File: src/rtl/instruction_fetch.sv
// instruction_fetch
//   Fetch stage between the control path and a combinational program ROM.
//   Owns the program counter, drives the ROM address straight from it, and
//   registers the returned instruction (with its fetch address) for decode.
//   A taken branch redirects the PC and inserts exactly one bubble.
//   Stall freezes all state.
//
// Optional feature: define FETCH_PERF_COUNT_EN to build a saturating count of
//   valid instructions delivered. Without it, oFetchCount is tied to zero.
//
// Ports:
//   Clock             in   system clock, all state on the rising edge
//   Reset             in   synchronous, active-high
//   oAddress          out  ROM address (the PC), combinational from the PC register
//   iRomInstruction   in   ROM data for oAddress, same cycle
//   oInstruction      out  instruction register
//   oInstructionValid out  oInstruction is a real fetch, not a bubble
//   oPC               out  address oInstruction was fetched from
//   iStall            in   decode back-pressure; hold everything
//   iBranchTaken      in   one-cycle redirect request from execute
//   iBranchTarget     in   redirect target, qualified by iBranchTaken
//   oFetchCount       out  valid instructions delivered (0 unless enabled)

`ifndef NOP
`define NOP 4'h0
`endif

module instruction_fetch #(
  parameter int unsigned           ADDR_W   = 16,
  parameter int unsigned           INSTR_W  = 28,
  parameter logic [ADDR_W-1:0]     RESET_PC = '0
) (
  input  logic               Clock,
  input  logic               Reset,
  output logic [ADDR_W-1:0]  oAddress,
  input  logic [INSTR_W-1:0] iRomInstruction,
  output logic [INSTR_W-1:0] oInstruction,
  output logic               oInstructionValid,
  output logic [ADDR_W-1:0]  oPC,
  input  logic               iStall,
  input  logic               iBranchTaken,
  input  logic [ADDR_W-1:0]  iBranchTarget,
  output logic [15:0]        oFetchCount
);

  localparam logic [INSTR_W-1:0] NopInstr = {`NOP, {(INSTR_W-4){1'b0}}};

  typedef enum logic [1:0] {StBoot, StRun, StFlush} state_e;

  state_e             state_q, state_d;
  logic [ADDR_W-1:0]  pc_q, pc_d;
  logic [INSTR_W-1:0] ir_q, ir_d;
  logic [ADDR_W-1:0]  ir_pc_q, ir_pc_d;
  logic               valid_q, valid_d;
  logic               load;

  // Next-state: branch beats stall, stall beats a normal advance.
  always_comb begin
    state_d = state_q;
    pc_d    = pc_q;
    ir_d    = ir_q;
    ir_pc_d = ir_pc_q;
    valid_d = valid_q;
    load    = 1'b0;

    if (iBranchTaken) begin
      pc_d    = iBranchTarget;
      ir_d    = NopInstr;
      valid_d = 1'b0;
      state_d = StFlush;
    end else if (!iStall) begin
      load    = 1'b1;
      pc_d    = pc_q + ADDR_W'(1);
      ir_d    = iRomInstruction;
      ir_pc_d = pc_q;
      valid_d = 1'b1;
      // Boot and flush both fetch exactly like run; they differ only in
      // what IR held while waiting.
      unique case (state_q)
        StBoot:  state_d = StRun;
        StRun:   state_d = StRun;
        StFlush: state_d = StRun;
        default: state_d = StRun;
      endcase
    end
  end

  always_ff @(posedge Clock) begin
    if (Reset) begin
      state_q <= StBoot;
      pc_q    <= RESET_PC;
      ir_q    <= NopInstr;
      ir_pc_q <= '0;
      valid_q <= 1'b0;
    end else begin
      state_q <= state_d;
      pc_q    <= pc_d;
      ir_q    <= ir_d;
      ir_pc_q <= ir_pc_d;
      valid_q <= valid_d;
    end
  end

  assign oAddress          = pc_q;
  assign oInstruction      = ir_q;
  assign oInstructionValid = valid_q;
  assign oPC               = ir_pc_q;

`ifdef FETCH_PERF_COUNT_EN
  logic [15:0] fetch_count_q;

  always_ff @(posedge Clock) begin
    if (Reset) begin
      fetch_count_q <= '0;
    end else if (load && (fetch_count_q != 16'hFFFF)) begin
      fetch_count_q <= fetch_count_q + 16'd1;
    end
  end

  assign oFetchCount = fetch_count_q;
`else
  logic unused_load;
  assign unused_load = load;
  assign oFetchCount = 16'd0;
`endif

endmodule

File: config.mk
export PLATFORM = sky130hd
export DESIGN_NAME = instruction_fetch
export DESIGN_NICKNAME = d
export VERILOG_FILES = /design/src/rtl/instruction_fetch.sv
export SDC_FILE = /design/constraint.sdc
export NUM_CORES = 1
export LEC_CHECK = 0
export ABC_CLOCK_PERIOD_IN_PS = 1350
export CAP_MARGIN = 10
export CORE_MARGIN = 4
export CORE_UTILIZATION = 25
export CTS_CLUSTER_DIAMETER = 80
export DETAILED_ROUTE_END_ITERATION = 12
export SLEW_MARGIN = 20
export SYNTH_ARGS = -nofsm -noshare
export SYNTH_HDL_FRONTEND = slang
export SYNTH_SLANG_ARGS = --single-unit
File: constraint.sdc
create_clock -name Clock -period 1.35 [get_ports Clock]
set_input_delay 0.27 -clock Clock [delete_from_list [all_inputs] [get_ports Clock]]
set_output_delay 0.27 -clock Clock [all_outputs]
set_load 0.02 [all_outputs]
==> results.sh <==
export IMPL_status="finished with violations"
export IMPL_violations="setup timing"
export IMPL_holdCritStartpoint="iStall"
export IMPL_overflow=0
export IMPL_synth_top_area_cell="dfxtp_1"
export IMPL_antenna_found_initial=0
export IMPL_syn_area_sq_um=2640
export IMPL_ys_seq_elements=61
export IMPL_place_congestion=0.791
export IMPL_grt_max_degree=30
export IMPL_crit_slowest_cell="dfxtp_4"
export IMPL_crit_path_end_kind="flop"
export IMPL_io_buffer_count=108
export IMPL_area_delta_synth_final_pct=66.7
export IMPL_dp_cells=548
export IMPL_fp_row_count=37
export IMPL_grt_pass1_vias=2581
export IMPL_setup_slack_ns=-0.0219
export IMPL_setup_viol=3
export IMPL_cp_required_ns=1.63
export IMPL_worstPathArrival_ns=1.65
export IMPL_drc=0
export IMPL_pre_cts_slack_ns=-0.220
export IMPL_grt_pass1_wl_mm=12.9
export IMPL_rr_worst_depth=5
export IMPL_clk_pin_slew_ns=0.07
export IMPL_fin_util_pct=42.6
export IMPL_ant_nets=0
export IMPL_dr_pass1_iters=4
export IMPL_wl_mm=7.99
export IMPL_die_h_um=111
export IMPL_hold_viol_final=0
export IMPL_peakVddDrop_mv=0.527
export IMPL_routedWlPerCell_um=14.0
export IMPL_layout_commonest_cell="dfxtp_1"
export IMPL_track_usage_pct=12.9
export IMPL_whs_path_depth=4
export IMPL_vias=2475
export IMPL_synth_distinct_cells=37
export IMPL_htree_levels=3
export IMPL_power_total_mw=4.51
export IMPL_timing_max_cap_violations=0
export IMPL_cts_sinks=61
export IMPL_rsz0062_at_grt="true"
export IMPL_place_hpwl_mm=6.05
export IMPL_die_width_um=111
export IMPL_ys_warnings_count=0
export IMPL_yosysSeqAreaShare_pct=46.2
export IMPL_netlist_instances=289
export IMPL_path_cells="buf_4 > nand3b_4 > nor4_4 > mux2i_1 > o2111a_1"
export IMPL_fill_cells=1033
export IMPL_multi_input_area_sq_um=1340
export IMPL_nets=480
export IMPL_clock_root_buffer="clkbuf_8"
export IMPL_r2r_setup_slack_ns=-0.02
export IMPL_cts_tree="built"
export IMPL_fin_cells=572
export IMPL_dr_first_iter_drc_count=43
export IMPL_final_cell_mix="dfxtp_1 (48), clkdlybuf4s50_1 (46), nor2_1 (45)"
export IMPL_synth_area_top_cells="dfxtp_1 (46%), mux2i_1 (13%), nor2_1 (6.4%), nand2_1 (5.4%), buf_4 (4.5%)"
export IMPL_layout_drive_gt1_share_pct=22.0
export IMPL_drv_slew=0
export IMPL_diodes=0
export IMPL_clock_path_buffers=2
export IMPL_critPathKind="flop to flop"
export IMPL_start_kind="flop"
export IMPL_finalClockSkew_ns=0.00913
export IMPL_hp_class="input port to flop"
export IMPL_crit_fanout=6
export IMPL_finalCritPeriodShare_pct=102
export IMPL_die_area_sq_um=12300
export IMPL_num_io_pins=125
export IMPL_clk_latency_ns=0.34
export IMPL_avgSynthCellArea_sq_um=9.14
export IMPL_regArea_sq_um=1260
export IMPL_cts_made_buffers=9
export IMPL_r2r_start="oAddress[0]"
export IMPL_r2r_end="oAddress[15]"
export IMPL_max_freq_mhz=729
export IMPL_vias_per_cell=4.33
export IMPL_core_sq_um=10300
export IMPL_powerDensity_nw_per_um2=1030
export IMPL_initial_core_util_pct=25.6
export IMPL_max_stage_delay_ns=0.37
export IMPL_yosys_area_top_type_share_pct=46.2
export IMPL_min_period_ns=1.37
export IMPL_p_leak_nw=2.01
export IMPL_whs_endpoint="oInstruction[15]"
-- cell usage after synthesis (all sizes together) --
| master | n |
|---|---|
| a2111oi | 1 |
| a211oi | 6 |
| a21oi | 21 |
| a311oi | 1 |
| buf | 22 |
| clkbuf | 12 |
| conb | 1 |
| dfxtp | 61 |
| ha | 1 |
| inv | 6 |
| mux2i | 33 |
| nand2 | 38 |
| nand2b | 1 |
| nand3 | 3 |
| nand3b | 1 |
| nand4 | 3 |
| nand4b | 2 |
| nor2 | 45 |
| nor2b | 1 |
| nor3 | 5 |
| nor4 | 5 |
| nor4b | 1 |
| o2111a | 1 |
| o21ai | 4 |
| o32a | 1 |
| or2 | 1 |
| or3 | 1 |
| xnor2 | 10 |
| xor2 | 1 |
-- worst max-delay path: cells and delay by family, from the launching register on --
family	cells	cell delay, ns
AO/OA/AOI/OAI	1	0.18
buffers and inverters	1	0.12
flip-flops	1	0.37
multiplexers	1	0.23
AND/OR/NAND/NOR	2	0.41
-- registers in the layout, summed over array words and instances (netlist names) --
name and flops:
oInstructionValid 1, oInstruction 28, oPC 16, oAddress 16
-- per-layer routing --
metal	vias to the layer above	global-route usage [%]	routed length [um]
met5	-	0	0
met4	0	4.43	93
met3	9	6.88	884
met2	109	21.1	3690
met1	1129	14.2	3330
li1	1228	-	-
-- stage by stage --
stage	TNS (ns)	hold WS, ns	cell area [sq um]
6_report	-0.0487	0.411	4400
5_1_grt	-0.698	0.471	4400
4_1_cts	-0.0670	0.398	4300
3_5_place_dp	-6.61	0.441	4110
3_3_place_gp	-5.45	0.433	4110
2_1_floorplan	-0.104	0.404	2780
-- kinds of logic after synthesis --
group,count (synthesis),synth area share [%]
other,1,0.142
multiplexers,33,12.5
flip-flops,61,46.2
XOR/XNOR,11,3.65
AO/OA/AOI/OAI,35,8.53
buffers and inverters,40,8.29
AND/OR/NAND/NOR,107,20.2
adder cells (fa/ha/maj),1,0.474
-- power by group --
| part | internal, mW | total, mW | leakage, nW | switching [mW] |
|---|---|---|---|---|
| Combinational | 0.372 | 0.757 | 1.39 | 0.385 |
| Clock | 1.08 | 1.82 | 0.113 | 0.746 |
| Sequential | 1.87 | 1.93 | 0.506 | 0.0622 |
| Total | 3.32 | 4.51 | 2.01 | 1.19 |
-- what timing repair did --
item                       4_1_cts  5_1_grt
setup endpoints to repair       67       25
setup buffers                    0        8
hold buffers                     0        0
resized for setup               80       21
cloned                           0        0
pin swaps                        4       10
-- how the worst max path moves through the flow --
stage	start	endpoint	slack [ns]	cells past startpoint
6_report	oAddress[0]	oAddress[15]	-0.02	5
5_1_grt	oAddress[4]	oAddress[13]	-0.13	5
4_1_cts	oAddress[8]	oAddress[13]	-0.04	5
3_5_place_dp	iBranchTaken	oAddress[15]	-0.22	5
3_3_place_gp	iBranchTaken	oAddress[15]	-0.18	5
2_1_floorplan	oAddress[4]	oAddress[15]	-0.06	5
-- area by class of cell --
class | count | area share [%]
multi-input cells | 203 | 30.5
flip-flops and latches | 61 | 28.6
repair buffers | 150 | 31.3
inverters | 6 | 0.512
well taps | 136 | 3.87
clock buffers | 12 | 4.04
clock inverters | 4 | 1.17
Power figures use the tool's default switching activity.
